<file path="config.mk">
export PLATFORM = sky130hd
export DESIGN_NAME = alu_div
export DESIGN_NICKNAME = d
export VERILOG_FILES = /design/src/rtl/alu_div.sv
export SDC_FILE = /design/constraint.sdc
export NUM_CORES = 1
export LEC_CHECK = 0
export CORE_UTILIZATION = 64
export CTS_CLUSTER_DIAMETER = 150
export DETAILED_ROUTE_END_ITERATION = 7
export DONT_BUFFER_PORTS = 1
export MAX_ROUTING_LAYER = met4
export PLACE_DENSITY = 0.89
export SLEW_MARGIN = 20
export SYNTH_ARGS = -nofsm -noshare
export SYNTH_HDL_FRONTEND = slang
export SYNTH_SLANG_ARGS = --single-unit
</file>
<file path="constraint.sdc">
create_clock -name clk -period 3.5 [get_ports clk]
set_input_delay 0.7 -clock clk [delete_from_list [all_inputs] [get_ports clk]]
set_output_delay 0.7 -clock clk [all_outputs]
set_load 0.02 [all_outputs]
</file>
<file path="src/rtl/alu_div.sv">
// Signed restoring divider: one quotient bit per clock on magnitudes, with the
// signs applied when the result is registered.
module alu_div #(
    parameter int WIDTH = 8
) (
    input  logic                    clk,
    input  logic                    rst,
    input  logic                    valid,
    input  logic signed [WIDTH-1:0] dividendo,
    input  logic signed [WIDTH-1:0] divisor,
    output logic                    ready,
    output logic                    done,
    output logic signed [WIDTH-1:0] cociente,
    output logic signed [WIDTH-1:0] residuo,
    output logic                    div_cero
);

    localparam int CW = (WIDTH > 1) ? $clog2(WIDTH) : 1;
    localparam logic [CW-1:0] LAST = CW'(WIDTH - 1);

    typedef enum logic [1:0] {IDLE, DIVIDE, DONE} state_t;

    state_t state, state_next;

    logic [CW-1:0]    count;
    logic [WIDTH:0]   rem;
    logic [WIDTH-1:0] quot;
    logic [WIDTH-1:0] dvs_mag;
    logic [WIDTH-1:0] dvd_raw;
    logic             sign_dvd;
    logic             sign_dvs;
    logic             zero_div;

    logic [WIDTH-1:0] dvd_abs;
    logic [WIDTH-1:0] dvs_abs;
    logic [WIDTH:0]   rem_sh;
    logic [WIDTH+1:0] trial;
    logic             step_neg;
    logic [WIDTH:0]   rem_step;
    logic [WIDTH-1:0] quot_step;
    logic [WIDTH-1:0] q_res;
    logic [WIDTH-1:0] r_res;

    always_comb begin
        state_next = state;
        ready      = 1'b0;
        done       = 1'b0;
        case (state)
            IDLE: begin
                ready = 1'b1;
                if (valid) state_next = DIVIDE;
            end
            DIVIDE: begin
                if (count == LAST) state_next = DONE;
            end
            DONE: begin
                done       = 1'b1;
                state_next = IDLE;
            end
            default: state_next = IDLE;
        endcase
    end

    // Magnitudes are unsigned, so the most negative operand maps to 2^(WIDTH-1).
    always_comb begin
        dvd_abs   = dividendo[WIDTH-1] ? WIDTH'(-dividendo) : WIDTH'(dividendo);
        dvs_abs   = divisor[WIDTH-1]   ? WIDTH'(-divisor)   : WIDTH'(divisor);
        rem_sh    = {rem[WIDTH-1:0], quot[WIDTH-1]};
        trial     = {1'b0, rem_sh} - {2'b00, dvs_mag};
        step_neg  = trial[WIDTH+1];
        rem_step  = step_neg ? rem_sh : trial[WIDTH:0];
        quot_step = {quot[WIDTH-2:0], ~step_neg};
        q_res     = (sign_dvd ^ sign_dvs) ? WIDTH'(-quot_step) : quot_step;
        r_res     = sign_dvd ? WIDTH'(-rem_step[WIDTH-1:0]) : rem_step[WIDTH-1:0];
    end

    always_ff @(posedge clk or negedge rst) begin
        if (!rst) state <= IDLE;
        else      state <= state_next;
    end

    // A zero divisor spends a single DIVIDE cycle (counter preloaded to its last
    // value) so its result appears one cycle after acceptance, not eight.
    always_ff @(posedge clk or negedge rst) begin
        if (!rst) begin
            count    <= '0;
            rem      <= '0;
            quot     <= '0;
            dvs_mag  <= '0;
            dvd_raw  <= '0;
            sign_dvd <= 1'b0;
            sign_dvs <= 1'b0;
            zero_div <= 1'b0;
            cociente <= '0;
            residuo  <= '0;
            div_cero <= 1'b0;
        end else begin
            case (state)
                IDLE: begin
                    if (valid) begin
                        quot     <= dvd_abs;
                        dvs_mag  <= dvs_abs;
                        dvd_raw  <= dividendo;
                        sign_dvd <= dividendo[WIDTH-1];
                        sign_dvs <= divisor[WIDTH-1];
                        rem      <= '0;
                        zero_div <= (divisor == '0);
                        count    <= (divisor == '0) ? LAST : '0;
                    end
                end
                DIVIDE: begin
                    rem   <= rem_step;
                    quot  <= quot_step;
                    count <= count + 1'b1;
                    if (count == LAST) begin
                        cociente <= zero_div ? '1 : q_res;
                        residuo  <= zero_div ? dvd_raw : r_res;
                        div_cero <= zero_div;
                    end
                end
                default: ;
            endcase
        end
    end

endmodule

</file>
==> flow_summary.yaml, run 1 <==
status:
  status: "finished clean"
die:
  pin_count: 38
  die_x_um: 73.8
  initial_core_util_pct: 68.0
  fp-row-count: 25
  die_area_mm2: 0.00544
  core_mm2: 0.00485
  die_h_um: 73.8
setup_path:
  critPathMaxStageDelay_ps: 430
  rr_startpoint: "rem[1]"
  crit_arrival_ps: 3410
  endpoint_kind: "flip-flop"
  critPathKind: "reg2reg"
  slowest_stage: "dfrtp_1"
  r2r_end: "residuo[6]"
  critPathRequiredTime_ps: 3660
  path_max_fanout: 11
  crit_chain: "ha_1 -> o21ai_1 -> a21oi_2 -> o311a_4 -> or2_4 -> o21ai_0 -> ha_1 -> nand2_1 -> o31ai_1 -> a31oi_1 -> a21oi_1 -> xnor2_1 -> a21oi_1"
  ff2ff_path_depth: 13
  r2r_setup_slack_ps: 260
  critPathLaunch: "rem[1]"
  start_kind: "flip-flop"
global_route:
  grt_usage_pct: 28.9
  grt_overflow_total: 0
  grt_pass1_wl_um: 11400
  use_met2_pct: 43.1
  grt_pass1_vias: 2393
  met1_usage_pct: 40.1
  antenna_found_initial: 0
  grt_use_met3_pct: 6.17
  busiest_layer: "met2"
  grt_max_degree: 57
route:
  wl_per_cell_um: 16.4
  vias_per_cell: 6.04
  drc: 0
  vias: 2645
  firstDrtPassIters: 5
  drt_iter0_markers: 250
  ant_nets: 0
  drt-total-wl_um: 7200
synthesis:
  syn_nets: 412
  netlist.area_leader.share_pct: 42.5
  ys_seq_elements: 56
  yosys-top-cells-count: "nand2_1, dfrtp_1, o21ai_0"
  syn_area_mm2: 0.00330
  ys_seq_area_share_pct: 42.5
  yosysMostFrequentCell: "nand2_1"
  synth_edf_count: 0
  syn_inst: 378
  synth_area_leader_cell: "dfrtp_1"
  synth_top_cells_by_area: "dfrtp_1, nand2_1, ha_1"
  async_flop_share_pct: 100
  yosysWarnings: 0
  ys_types: 45
  syn_avg_cell_area_um2: 8.72
  yosys_most_used_dff: "dfrtp_1"
clock_network:
  cts_tree: "built"
  clk-insertion-delay-late_ps: 320
  post_cts_resized: 0
  postCtsHoldBufs: 0
  h-tree-depth: 2
  cts.root.buffer_cell: "clkbuf_8"
  cts.sinks: 56
  max-clock-path-buffers: 2
  cts_buffers: 5
  postCtsSetupBuffers: 0
  clk_pin_slew_ps: 110
cells_and_area:
  fin_nets: 404
  drive_gt1_share_pct: 4.85
  area_delta_synth_final_pct: 4.33
  diodes: 0
placed_design:
  dp_hpwl_um: 5250
  portBuffers: 0
  place.gp.congestion: 0.926
timing:
  drv_slew: 0
  rsz0062_at_grt: "false"
  max_freq_ghz: 0.308
  final-setup-viol-count: 0
  fin_crit_ps: 3240
  min_period_over_period_pct: 92.6
  skew_ps: 7.45
  relSlewSlack_pct: 42.9
  tns_ps: 0
  hold_viol_final: 0
  worst_slew_pin_slew_ps: 857
job:
  cap_violations: 0
hold_path:
  hp-class: "in2async"
==> state kept, by name, summed over array words and instances, names as in the netlist, 2 cells and up <==
| register | cells |
|---|---|
| cociente | 8 |
| dvd_raw | 8 |
| dvs_mag | 8 |
| quot | 8 |
| rem | 8 |
| residuo | 8 |
| count | 3 |
| state | 2 |
==> critical path, delay by kind of cell (launching register included) <==
kind | cells | cell delay (ps)
AOI/OAI and AO/OA | 8 | 1490
adders and majority gates | 2 | 620
DFF | 1 | 430
and+or+nand+nor | 2 | 370
xor gates and xnor gates | 1 | 160
==> area by class of cell <==
type | count | area [um^2]
Clock buffer | 5 | 68.8
Inverter | 19 | 71.3
Sequential cell | 56 | 1400
Clock inverter | 3 | 46.3
Timing Repair Buffer | 3 | 22.5
Multi-Input combinational cell | 285 | 1750
Tap cell | 67 | 83.8
Fill cell | 393 | 1410
==> layer usage <==
layer / vias up / share of wire [%]
li1: 1283 / -
met1: 1252 / 44
met2: 99 / 48
met3: 11 / 6.7
met4: 0 / 1.4
met5: - / 0
==> layout by cell type, fill, tap and decap left out, types with 2 or more instances in the layout <==
master | synthesis | layout
xnor2_1 | 13 | 13
nand2b_1 | 5 | 5
nor2_1 | 30 | 30
ha_1 | 14 | 14
xor2_1 | 16 | 16
nor2b_1 | 4 | 4
and3_1 | 2 | 2
nand3_1 | 16 | 16
nand3b_1 | 2 | 2
o21a_1 | 3 | 3
dfrtp_1 | 56 | 56
mux2i_1 | 8 | 8
o21ai_1 | 6 | 6
a21oi_1 | 24 | 24
o21ai_0 | 35 | 35
or4_1 | 3 | 3
a211oi_1 | 3 | 3
inv_1 | 19 | 19
o31ai_1 | 3 | 3
a22oi_1 | 7 | 7
clkbuf_8 | 0 | 5
buf_4 | 1 | 3
nor3b_1 | 2 | 2
a31oi_1 | 3 | 3
or3_1 | 7 | 7
nor3_1 | 3 | 3
nand2_1 | 60 | 60
==> kinds of logic (layout without fill, tap and decap cells) <==
| family | after synthesis | count (layout) | synth area share, % |
|---|---|---|---|
| AO/OA/AOI/OAI | 93 | 93 | 17.3 |
| flip-flops | 56 | 56 | 42.5 |
| multiplexers | 8 | 8 | 2.43 |
| XOR/XNOR | 29 | 29 | 7.70 |
| AND/OR/NAND/NOR | 140 | 140 | 19.6 |
| adder cells (fa/ha/maj) | 15 | 15 | 5.92 |
| buffers and inverters | 37 | 30 | 4.55 |
==> stage by stage <==
stage / instances / setup slack (ps) / util [%] / hold WS (ps) / cell area [um^2]
floorplan: 378 / 587 / - / 404 / 3300
global placement: 430 / 506 / 68.6 / 407 / 3320
detailed placement: 430 / 307 / 68.6 / 406 / 3320
CTS: 438 / 275 / 70.9 / 59.1 / 3440
global route: 438 / 60.7 / 70.9 / 49.3 / 3440
finish: 438 / 258 / 70.9 / 65.1 / 3440
==> worst max-delay path by stage <==
stage	end	slack, ps	cells past startpoint
after CTS	residuo[6]	280	13
after global routing	residuo[6]	60	13
final	residuo[6]	260	13
after global placement	residuo[6]	510	13
after floorplan	residuo[6]	590	14
after detailed placement	residuo[6]	310	13
Power of run 1 is not shown: default switching activity piles up to over one toggle a cycle in this logic, so the estimate is an artifact.
==> run 2, diff against run 1 <==
--- a/config.mk
+++ b/config.mk
@@ -5,7 +5,9 @@
 export SDC_FILE = /design/constraint.sdc
 export NUM_CORES = 1
 export LEC_CHECK = 0
-export CORE_UTILIZATION = 64
+export CELL_PAD_IN_SITES_DETAIL_PLACEMENT = 1
+export CELL_PAD_IN_SITES_GLOBAL_PLACEMENT = 2
+export CORE_UTILIZATION = 39
 export CTS_CLUSTER_DIAMETER = 150
 export DETAILED_ROUTE_END_ITERATION = 7
 export DONT_BUFFER_PORTS = 1
==> run 2 against run 1 <==
  * Via count down 0.68%
  * Register-to-register slack about the same
  * Count of clock-buffer cells in the layout unchanged
  * Worst hold slack improved by 0.95 ps
  * Wire length grew 14%
  * Final cell count rose by 8.9%
  * Core utilization decreased by 29 points
  * Critical path type unchanged
  * Highest routed layer unchanged
==> flow_summary.yaml, run 2 (synthesis results as in run 1) <==
power_and_ir_drop:
  vdd_drop_max_uv: 472
  leakagePower_nw: 1.56
  power.density_mw_per_mm2: 1190
  fin_total_pwr_w: 0.00414
timing:
  drv_slew: 0
  rsz0062_at_grt: "false"
  max_freq_ghz: 0.309
  final-setup-viol-count: 0
  min_period_over_period_pct: 92.3
  fin_crit_ps: 3230
  relSlewSlack_pct: 42.8
  worst_slew_pin_slew_ps: 857
  hold_slack_ps: 66.0
  skew_ps: 5.42
  hold_viol_final: 0
  tns_ps: 0
hold_path:
  hp-class: "in2async"
die:
  initial_core_util_pct: 40.1
  pin_count: 38
  die_area_mm2: 0.00883
  fp-row-count: 33
  core_mm2: 0.00822
  die_x_um: 93.9
  die_h_um: 93.9
cells_and_area:
  fin_area_mm2: 0.00347
  area_delta_synth_final_pct: 5.39
  diodes: 0
  drive_gt1_share_pct: 5.11
  final_common_cell: "nand2_1"
  finish.utilization_pct: 42.3
  layout_common_cells: "nand2_1, dfrtp_1, o21ai_0"
  fin_nets: 405
setup_path:
  crit_arrival_ps: 3410
  slowest_stage: "dfrtp_1"
  start_kind: "flip-flop"
  worst-path-buf-inv: 0
  ff2ff_path_depth: 13
  cp.depth: 13
  path_delay_family: "compound AO/OA/AOI/OAI gates"
  critPathMaxStageDelay_ps: 440
  endpoint_kind: "flip-flop"
  path_max_fanout: 11
  critPathRequiredTime_ps: 3680
  critPathKind: "reg2reg"
  crit_chain: "ha_1 -> o21ai_1 -> a21oi_2 -> o311a_4 -> or2_4 -> o21ai_0 -> ha_1 -> nand2_1 -> o31ai_1 -> a31oi_1 -> a21oi_1 -> xnor2_1 -> a21oi_1"
global_route:
  grt_usage_pct: 20.9
  grt_overflow_total: 0
  antenna_found_initial: 0
  grt_pass1_vias: 2751
  grt_pass1_wl_um: 14000
  grt_max_degree: 57
route:
  vias_per_cell: 5.51
  firstDrtPassIters: 6
  ant_nets: 0
  drt_iter0_markers: 74
  wl_per_cell_um: 17.2
  drc: 0
  vias: 2627
  drt-total-wl_um: 8190
clock_network:
  cts_tree: "built"
  cts_buffers: 5
  max-clock-path-buffers: 2
  postCtsHoldBufs: 0
  postCtsSetupBuffers: 0
  cts.sinks: 56
  clk_pin_slew_ps: 110
  clk-insertion-delay-late_ps: 310
  cts.root.buffer_cell: "clkbuf_8"
  post_cts_resized: 0
  h-tree-depth: 2
job:
  cap_violations: 0
status:
  status: "finished clean"
placed_design:
  place.gp.congestion: 0.865
  placed_area_mm2: 0.00338
  portBuffers: 0
  dp_hpwl_um: 6150
## run 2: through the flow
stage | setup WS, ps | std cells
finish | 269 | 477
floorplan | 587 | 378
CTS | 274 | 477
global route | 39.6 | 477
global placement | 451 | 469
detailed placement | 292 | 469
## run 2: area by class of cell
cell class | instances | area (um^2)
Fill cell | 971 | 4740
Multi-Input combinational cell | 285 | 1750
Sequential cell | 56 | 1400
Tap cell | 105 | 131
Inverter | 19 | 71.3
Clock buffer | 5 | 68.8
Timing Repair Buffer | 4 | 30.0
Clock inverter | 3 | 26.3
## run 2: path summary, 6_finish.rpt
check,from,to,slack [ps]
min in group clk,dvd_raw[6],dvd_raw[6],480
worst min register to register,dvd_raw[6],dvd_raw[6],480
worst max register to register,rem[1],residuo[6],270
worst min-delay path,rst,cociente[0],70
max in group asynchronous,rst,dvs_mag[6],3330
worst max-delay path,rem[1],residuo[6],270
## run 2: where the power goes
group	switching (W)	internal, W
registers	0.000379	0.000953
clock network	0.000235	0.000146
logic	0.00145	0.000969
total	0.00207	0.00207
## run 2: per-layer routing
metal | up-vias | track usage [%] | wire length, um
li1 | 1278 | - | -
met1 | 1299 | 30.3 | 4230
met2 | 44 | 31.3 | 3620
met3 | 6 | 3.16 | 262
met4 | 0 | 3.85 | 72
met5 | - | - | 0
Note: power is estimated with default switching activity, not from simulation.
==> run 3, diff against run 2 <==
--- a/config.mk
+++ b/config.mk
@@ -11,7 +11,6 @@
 export CTS_CLUSTER_DIAMETER = 150
 export DETAILED_ROUTE_END_ITERATION = 7
 export DONT_BUFFER_PORTS = 1
-export MAX_ROUTING_LAYER = met4
 export PLACE_DENSITY = 0.89
 export SLEW_MARGIN = 20
 export SYNTH_ARGS = -nofsm -noshare
==> run 3 against run 2 <==
  * Power about the same
  * Combinational power hardly changed
  * Via count is 0.19% higher
  * Clock power about the same
  * Fmax is 0.33% lower
  * Flip-flop and latch count unchanged
  * Worst setup slack worse by 11 ps
  * Non-clock buffer count unchanged
  * Final cell count stayed put
  * Die area did not move
==> flow_summary.yaml, run 3 (synthesis results as in run 1) <==
die:
  fp-row-count: 33
  pin_count: 38
  initial_core_util_pct: 40.1
  die_x_um: 93.9
  core_mm2: 0.00822
  die_area_mm2: 0.00883
  die_h_um: 93.9
global_route:
  grt_max_degree: 57
  grt_pass1_wl_um: 14000
  grt_overflow_total: 0
  grt_pass1_vias: 2754
  grt_usage_pct: 20.4
  antenna_found_initial: 0
clock_network:
  cts.sinks: 56
  max-clock-path-buffers: 2
  postCtsSetupBuffers: 0
  cts.root.buffer_cell: "clkbuf_8"
  post_cts_resized: 0
  h-tree-depth: 2
  clk_pin_slew_ps: 110
  clk-insertion-delay-late_ps: 310
  cts_buffers: 5
  cts_tree: "built"
  postCtsHoldBufs: 0
cells_and_area:
  fin_cells: 477
  diodes: 0
  finish.utilization_pct: 42.3
  fin_nets: 405
  fin_area_mm2: 0.00347
  nFillCells: 971
  final_common_cell: "nand2_1"
  drive_gt1_share_pct: 5.11
  area_delta_synth_final_pct: 5.39
  layout_common_cells: "nand2_1, dfrtp_1, o21ai_0"
route:
  drt-total-wl_um: 8190
  drc: 0
  vias_per_cell: 5.52
  drt_iter0_markers: 95
  vias: 2632
  firstDrtPassIters: 6
  ant_nets: 0
  wl_per_cell_um: 17.2
power_and_ir_drop:
  p_switching_w: 0.00207
  power.density_mw_per_mm2: 1190
  pwr-share-seq_pct: 32.2
  internal-power_w: 0.00207
  pwr-share-clk_pct: 9.2
  swShare_pct: 50.0
  vdd_drop_max_uv: 475
  leakagePower_nw: 1.56
  comb_power_share_pct: 58.6
setup_path:
  slowest_stage: "dfrtp_1"
  ff2ff_path_depth: 13
  critPathRequiredTime_ps: 3680
  critPathKind: "reg2reg"
  crit_arrival_ps: 3420
  start_kind: "flip-flop"
  path_max_fanout: 11
  critPathLaunch: "rem[1]"
  rr_startpoint: "rem[1]"
  critPathMaxStageDelay_ps: 440
  crit_chain: "ha_1 -> o21ai_1 -> a21oi_2 -> o311a_4 -> or2_4 -> o21ai_0 -> ha_1 -> nand2_1 -> o31ai_1 -> a31oi_1 -> a21oi_1 -> xnor2_1 -> a21oi_1"
  endpoint_kind: "flip-flop"
placed_design:
  placedCellCount: 469
  placed_area_mm2: 0.00338
  portBuffers: 0
  dp_hpwl_um: 6150
  place.gp.congestion: 0.852
hold_path:
  hp-class: "in2async"
job:
  cap_violations: 0
timing:
  final-setup-viol-count: 0
  min_period_over_period_pct: 92.6
  relSlewSlack_pct: 43.3
  worst_slew_pin_slew_ps: 851
  tns_ps: 0
  max_freq_ghz: 0.308
  skew_ps: 4.89
  drv_slew: 0
  hold_slack_ps: 65.8
  rsz0062_at_grt: "false"
  hold_viol_final: 0
  fin_crit_ps: 3240
status:
  status: "finished clean"
[run 3: cell counts in the layout (fill, tap and decap cells not counted)]
No cell type changed its count.
[run 3: path summary, 6_finish.rpt]
kind	endpoint	slack, ps
min reg2reg	dvd_raw[6]	480
min in group clk	dvd_raw[6]	480
max in group asynchronous	dvs_mag[6]	3340
max	residuo[6]	260
min	cociente[0]	70
max reg2reg	residuo[6]	260
[run 3: routing by layer]
layer | GRT usage, % | vias up | wire [um]
met5 | 0 | - | 0
li1 | - | 1278 | -
met1 | 30.3 | 1300 | 4220
met4 | 3.85 | 0 | 70
met2 | 31.1 | 48 | 3620
met3 | 3.40 | 6 | 287
[run 3: through the flow]
stage,worst slack (ps),power (W)
2_1_floorplan,587,0.00316
3_3_place_gp,451,0.00367
3_5_place_dp,292,0.00378
4_1_cts,274,0.00418
5_1_grt,35.3,0.00455
6_report,258,0.00414
[run 3: cell type report]
cell class / count / area (um^2) / share of cell area, %
multi-input cells: 285 / 1750 / 50.2
flip-flops and latches: 56 / 1400 / 40.3
well taps: 105 / 131 / 3.78
inverters: 19 / 71.3 / 2.05
clock buffers: 5 / 68.8 / 1.98
repair buffers: 4 / 30.0 / 0.864
clock inverters: 3 / 26.3 / 0.756
[run 3: worst max-delay path: cells and delay by family, from the launching register on]
kind | cells | cell delay [ps]
compound gates | 8 | 1490
xor+xnor | 1 | 140
flops | 1 | 440
simple gates | 2 | 390
fa+ha+maj | 2 | 640
[run 3: power groups by stage]
stage	Combinational [W]	Clock [W]	Sequential, W
after global placement	0.00234	0	0.00133
after CTS	0.00245	0.000394	0.00134
after global routing	0.00275	0.000414	0.00138
final	0.00243	0.000381	0.00133
after floorplan	0.00192	0	0.00124
after detailed placement	0.00243	0	0.00135
